<file path="config.mk">
export PLATFORM = sky130hd
export DESIGN_NAME = button_event_decoder
export DESIGN_NICKNAME = d
export VERILOG_FILES = /design/src/rtl/button_event_decoder.sv
export SDC_FILE = /design/constraint.sdc
export NUM_CORES = 1
export LEC_CHECK = 0
export BUFFER_PORTS_ARGS = -buffer_cell sky130_fd_sc_hd__buf_2
export CAP_MARGIN = 0
export CORE_UTILIZATION = 35
export DETAILED_ROUTE_END_ITERATION = 6
export MAX_ROUTING_LAYER = met4
export SYNTH_ARGS = -nofsm -noshare
export SYNTH_HDL_FRONTEND = slang
export SYNTH_SLANG_ARGS = --single-unit
</file>
<file path="constraint.sdc">
create_clock -name clock -period 4.3 [get_ports clock]
set_clock_uncertainty 0.15 [all_clocks]
set_input_delay 1.075 -clock clock [delete_from_list [all_inputs] [get_ports clock]]
set_output_delay 1.075 -clock clock [all_outputs]
set_load 0.02 [all_outputs]
</file>
<file path="src/rtl/button_event_decoder.sv">
// ============================================================================
// Module   : button_event_decoder
// Purpose  : Turns a debounced button level into press / release / click /
//            long-press / auto-repeat pulses plus a held level.
//            Optional macro BUTTON_REPEAT_EN enables the auto-repeat pulse.
// Revision : 1.0 - initial release
// ============================================================================
// Note: "release" and "repeat" are language keywords, so those two outputs
// are exposed as release_event and repeat_event.
`default_nettype none

module button_event_decoder #(
    parameter int LONG_CYCLES   = 27000000,
    parameter int REPEAT_CYCLES = 6750000,
    parameter int CNT_WIDTH     = 25
) (
    input  logic clock,
    input  logic reset_n,
    input  logic clean,
    output logic press,
    output logic release_event,
    output logic click,
    output logic long_press,
    output logic repeat_event,
    output logic held
);

    localparam logic [1:0] c_st_lockout = 2'd0;
    localparam logic [1:0] c_st_idle    = 2'd1;
    localparam logic [1:0] c_st_pressed = 2'd2;
    localparam logic [1:0] c_st_long    = 2'd3;

    localparam logic [CNT_WIDTH-1:0] c_cnt_one   = CNT_WIDTH'(1);
    localparam logic [CNT_WIDTH-1:0] c_long_last = CNT_WIDTH'(LONG_CYCLES - 1);

    // Elaboration-time sanity checks on the configuration
    if (LONG_CYCLES < 2) begin : g_chk_long_min
        $error("button_event_decoder: LONG_CYCLES must be >= 2");
    end
    if (REPEAT_CYCLES < 1) begin : g_chk_repeat_min
        $error("button_event_decoder: REPEAT_CYCLES must be >= 1");
    end
    if (((64'(LONG_CYCLES) - 64'd1) >> CNT_WIDTH) != 64'd0) begin : g_chk_long_fit
        $error("button_event_decoder: CNT_WIDTH too small for LONG_CYCLES");
    end

    logic [1:0]           r_state;
    logic [CNT_WIDTH-1:0] r_count;

`ifdef BUTTON_REPEAT_EN
    localparam logic [CNT_WIDTH-1:0] c_repeat_last = CNT_WIDTH'(REPEAT_CYCLES - 1);

    if (((64'(REPEAT_CYCLES) - 64'd1) >> CNT_WIDTH) != 64'd0) begin : g_chk_repeat_fit
        $error("button_event_decoder: CNT_WIDTH too small for REPEAT_CYCLES");
    end
`else
    assign repeat_event = 1'b0;
`endif

    always_ff @(posedge clock or negedge reset_n) begin
        if (!reset_n) begin
            r_state       <= c_st_lockout;
            r_count       <= '0;
            press         <= 1'b0;
            release_event <= 1'b0;
            click         <= 1'b0;
            long_press    <= 1'b0;
`ifdef BUTTON_REPEAT_EN
            repeat_event  <= 1'b0;
`endif
            held          <= 1'b0;
        end else begin
            press         <= 1'b0;
            release_event <= 1'b0;
            click         <= 1'b0;
            long_press    <= 1'b0;
`ifdef BUTTON_REPEAT_EN
            repeat_event  <= 1'b0;
`endif
            case (r_state)
                // A button still held when reset ends must be let go first
                c_st_lockout: begin
                    if (!clean) begin
                        r_state <= c_st_idle;
                    end
                end

                c_st_idle: begin
                    if (clean) begin
                        press   <= 1'b1;
                        held    <= 1'b1;
                        r_count <= '0;
                        r_state <= c_st_pressed;
                    end
                end

                // Release is tested first so it wins over a coincident long_press
                c_st_pressed: begin
                    if (!clean) begin
                        release_event <= 1'b1;
                        click         <= 1'b1;
                        held          <= 1'b0;
                        r_state       <= c_st_idle;
                    end else if (r_count == c_long_last) begin
                        long_press <= 1'b1;
                        r_count    <= '0;
                        r_state    <= c_st_long;
                    end else begin
                        r_count <= r_count + c_cnt_one;
                    end
                end

                c_st_long: begin
                    if (!clean) begin
                        release_event <= 1'b1;
                        held          <= 1'b0;
                        r_state       <= c_st_idle;
                    end else begin
`ifdef BUTTON_REPEAT_EN
                        if (r_count == c_repeat_last) begin
                            repeat_event <= 1'b1;
                            r_count      <= '0;
                        end else begin
                            r_count <= r_count + c_cnt_one;
                        end
`else
                        r_count <= '0;
`endif
                    end
                end

                default: begin
                    r_state <= c_st_lockout;
                    held    <= 1'b0;
                end
            endcase
        end
    end

endmodule

`default_nettype wire
</file>
---- Word level (Yosys, flattened, before mapping) ----
Cells that the tools add are included.
word-level totals
  register bits after elaboration ......... 32
  output and inout port bits .............. 6
operators by class
  add/sub/neg operators ................... 1
  equal/unequal tests ..................... 10
  mux-type cells .......................... 20
  reduce and logical (&&, ||, !) cells .... 9
operators with widths
  kind                     count
  $mux W25                 3
  $pmux W25 S2             1
  $add A25 B1 Y25 const B  1
  $eq A25 B25 Y1 const B   1
  $mux W1                  10
  $reduce_and A3 Y1        3
  $mux W2                  4
  $ne A2 B2 Y1 const B     4
  $pmux W2 S3              1
  $reduce_or A2 Y1         3
  $eq A2 B2 Y1 const B     2
  $reduce_bool A2 Y1       2
  $ne A3 B3 Y1 const B     1
  $eq A2 B1 Y1 const B     1
  $logic_not A2 Y1         1
  $ne A2 B1 Y1 const B     1
  $pmux W1 S2              1

---- Depth between registers and ports, before layout ----
  depth after elaboration ................. 4
  gate-level depth with buffers ........... 9
  depth with buffers taken out ............ 7

---- Worst setup path before layout ----
Ideal clock, no wire load.
  kind .................................... input port to flip-flop
  from .................................... input port clean
  to ...................................... register r_count[13]
  library setup time ...................... 0.124 ns
  arrival ................................. 2.101 ns
  required time ........................... 4.026 ns
  setup slack ............................. 1.925 ns
  stages .................................. 6
  path buffers ............................ 2
  cells stage by stage .................... clkbuf_1 nor2_1 nor2_1 clkbuf_1 o21ai_0 o2bb2ai_1
on the way
  longest elaborated chain between the ends .. 2
  elaborated cells on any way between the ends .. 3
  those cells by class .................... 2 x eq/ne; 1 x reduce/logical
ends and longest elaborated chain
  item                                                           line  RTL
  from (decl)                                                    19    input logic clean,
  $ne A2 B2 Y1 (no line) / $ne A2 B1 Y1 (equally long branches)  --
  $reduce_and A3 Y1 (no line) *                                  --
  to (signal assigned)                                           109   r_count <= r_count + c_cnt_one;
  to (decl)                                                      48    logic [CNT_WIDTH-1:0] r_count;
Every way passes the cells marked *; elsewhere a longest branch is shown, timed or not.
A chain may end at the register's enable or synchronous reset.

---- Worst setup path in the final report ----
  from .................................... register r_count[9]
  to ...................................... register r_count[7]
on the way
  longest elaborated chain between the ends .. 4
ends and longest elaborated chain
  item            line  RTL
  $eq A25 B25 Y1  104   end else if (r_count == c_long_last) begin
  $mux W25        104
  $mux W25        99    if (!clean) begin
  $pmux W25 S2    80    case (r_state)
No other way between the ends. The select of a mux whose other input is x is not followed.

==> flow_summary.json <==
{
  "met2_usage_pct": 26.4,
  "post_dp_cell_area_um2": 1950,
  "cts_hold_buf": 0,
  "cpMaxStageDelayCell": "or4b_1",
  "grt_pass1_vias": 1446,
  "wl_per_cell_um": 13.9,
  "dieArea_um2": 5660,
  "cts_setup_buffers": 0,
  "seqPwrFrac_pct": 34.4,
  "drt_first_pass_iters": 4,
  "yosysSeqAreaShare_pct": 42.7,
  "r2r_slack_ns": 1.77,
  "syn_avg_cell_area_um2": 8.89,
  "synthesis.area_um2": 1880,
  "worst_pin_slew_ns": 1.01,
  "grt_pass1_wl_mm": 6.90,
  "synth_edf_count": 0,
  "post-route-period-util_pct": 58.9,
  "port_buffers": 7,
  "grt-ovfl-total": 0,
  "cts_made_buffers": 5,
  "fillers": 528,
  "combPwrFrac_pct": 43.1,
  "slew_headroom_pct": 31.9,
  "drtIter0Drc": 84,
  "chipWidth_um": 75.2,
  "fin_tns_setup_ns": 0,
  "drive_above_1_share_pct": 8.29,
  "period_minus_slack_ns": 2.53,
  "synth_area_leaders": "dfrtp_1 43%, a31oi_1 6.0%, nand2_1 4.4%",
  "die_h_um": 75.2,
  "use_met1_pct": 20.9,
  "max_freq_ghz": 0.395,
  "rr_startpoint": "r_count[9]$_DFFE_PN0P_",
  "slew_viol_final": 0,
  "grt_max_degree": 33,
  "whs_ns": 0.369,
  "leakage_nw": 0.804,
  "setup_violations": 0,
  "drc": 0,
  "dpl.hpwl_mm": 2.72,
  "clk_pin_slew_ns": 0.06,
  "antenna_found_initial": 0,
  "crit_type": "reg -> reg",
  "syn2layout_area_growth_pct": 8.74,
  "cp_slowest_stage_delay_ns": 0.54,
  "num_rows": 26,
  "yosys.area.top_type": "dfrtp_1",
  "hold_path_class": "reg -> reg",
  "ys_types": 39,
  "cp_cell_sequence": "or4b_1, or4_4, o21a_4, nand2_1, o22ai_1",
  "use_met3_pct": 3.88,
  "cts_tree": "built",
  "nNetsFinal": 225,
  "cp-end-kind": "flip-flop",
  "stdcell_count": 287,
  "vdd_drop_max_mv": 0.252,
  "switching_share_pct": 41.7,
  "clock-sinks": 32,
  "root_buffer": "clkbuf_8",
  "dpl.cell_count": 279,
  "required_ns": 4.30,
  "fp.coreArea_um2": 5140,
  "antenna_cells": 0,
  "crit_arrival_ns": 2.53,
  "worstHoldPathCells": 1,
  "whs_endpoint": "r_count[17]$_DFFE_PN0P_",
  "timing.rr.end": "r_count[7]$_DFFE_PN0P_",
  "p_clk_share_pct": 22.5,
  "async_flop_share_pct": 100,
  "num_vias": 1581,
  "path_max_fanout": 31,
  "synth_flop_cell": "dfrtp_1",
  "rsz0062_at_grt": "false",
  "power.total_mw": 1.04,
  "maxCapViolations": 0,
  "internal_power_mw": 0.610,
  "synth_top_cell_area_share_pct": 42.7,
  "grt.busiest_layer": "met2",
  "grt_use_total_pct": 16.5,
  "r2r_cells": 5,
  "yosys_warnings": 0,
  "clockBufferDepth": 2,
  "initial_utilization_pct": 36.5,
  "synth_nets": 220,
  "viasPerCell": 5.51,
  "hold_start": "r_count[17]$_DFFE_PN0P_",
  "ctsHtreeMaxLevel": 2,
  "synthMostInstantiatedCell": "dfrtp_1",
  "syn-instance-count": 211,
  "gp_congestion": 0.796,
  "final_hold_viol_count": 0,
  "synthTopCellsByCount": "32 x dfrtp_1, 22 x nand2_1, 18 x a31oi_1, 13 x nand3_1",
  "postCtsResizedCells": 0,
  "cp-start-kind": "flip-flop",
  "outcome": "finished clean",
  "boundaryPins": 9,
  "power_switching_mw": 0.435,
  "p_per_area_nw_per_um2": 512,
  "antenna_left": 0,
  "final_area_um2": 2040,
  "synth-seq-cells": 32,
  "clock_latency_ns": 0.28,
  "routed_wl_mm": 3.99
}
## state kept, by name (all words and copies together) (netlist names)
register,count
release_event,1
long_press,1
r_state,2
r_count,25
click,1
press,1
held,1
## area by class of cell
class                           count  area [um^2]  area share, %
Multi-Input combinational cell    159          977           47.9
Inverter                            9         33.8           1.66
Clock buffer                        8         90.1           4.42
Timing Repair Buffer                9         50.0           2.45
Tap cell                           70         87.6           4.29
Sequential cell                    32          801           39.3
## power by group through the flow
| stage | combinational, mW | clock (mW) | sequential, mW |
|---|---|---|---|
| final | 0.451 | 0.235 | 0.360 |
| after global routing | 0.512 | 0.258 | 0.365 |
| after CTS | 0.452 | 0.245 | 0.360 |
| after detailed placement | 0.450 | 0 | 0.365 |
| after global placement | 0.448 | 0 | 0.364 |
| after floorplan | 0.357 | 0 | 0.379 |
## critical path, delay by kind of cell (launching register included)
kind | cells | cell delay (ns)
simple gates | 3 | 1.35
compound gates | 2 | 0.47
flops | 1 | 0.44
## logic make-up after synthesis
family | synth area share (%)
AO/OA/AOI/OAI | 20.8
adder cells (fa/ha/maj) | 4.00
buffers and inverters | 5.20
flip-flops | 42.7
multiplexers | 1.60
other | 0.200
AND/OR/NAND/NOR | 25.5
## layer usage
metal	part of all wire (%)	routed length, um
met2	46	1860
met4	0.85	34
met5	0	0
met3	2.6	102
met1	50	2000
## cells in the final DEF, fill, tap and decap left out, drive strengths merged, types with 2 or more instances in the layout
master,synthesis,layout
o22ai,4,4
inv,9,9
a31oi,18,18
and2,7,7
nand3,13,13
buf,4,9
nor2,11,11
nor2b,2,2
nor3,5,5
nand4,8,8
or4,5,5
dfrtp,32,32
o21a,3,3
clkbuf,7,8
o31ai,5,5
nor4,6,6
o2bb2ai,2,2
and3,2,2
or3,2,2
nand2,22,22
o21bai,3,3
a21oi,8,8
and4,2,2
o31a,2,2
ha,6,6
o21ai,12,12
mux2i,3,3
## worst max-delay path by stage
stage | start | to
floorplan | clean | r_count[13]$_DFFE_PN0P_
global placement | r_count[9]$_DFFE_PN0P_ | r_count[0]$_DFFE_PN0P_
detailed placement | clean | r_count[22]$_DFFE_PN0P_
CTS | r_count[9]$_DFFE_PN0P_ | r_count[22]$_DFFE_PN0P_
global route | r_count[9]$_DFFE_PN0P_ | r_count[7]$_DFFE_PN0P_
finish | r_count[9]$_DFFE_PN0P_ | r_count[7]$_DFFE_PN0P_
## metrics by stage
stage	util (%)	worst slack, ns
CTS	39.7	1.77
floorplan	-	1.92
detailed placement	37.9	1.73
global placement	37.9	1.80
global route	39.7	1.66
finish	39.7	1.77
No activity file was read; power rests on OpenSTA's default activity.
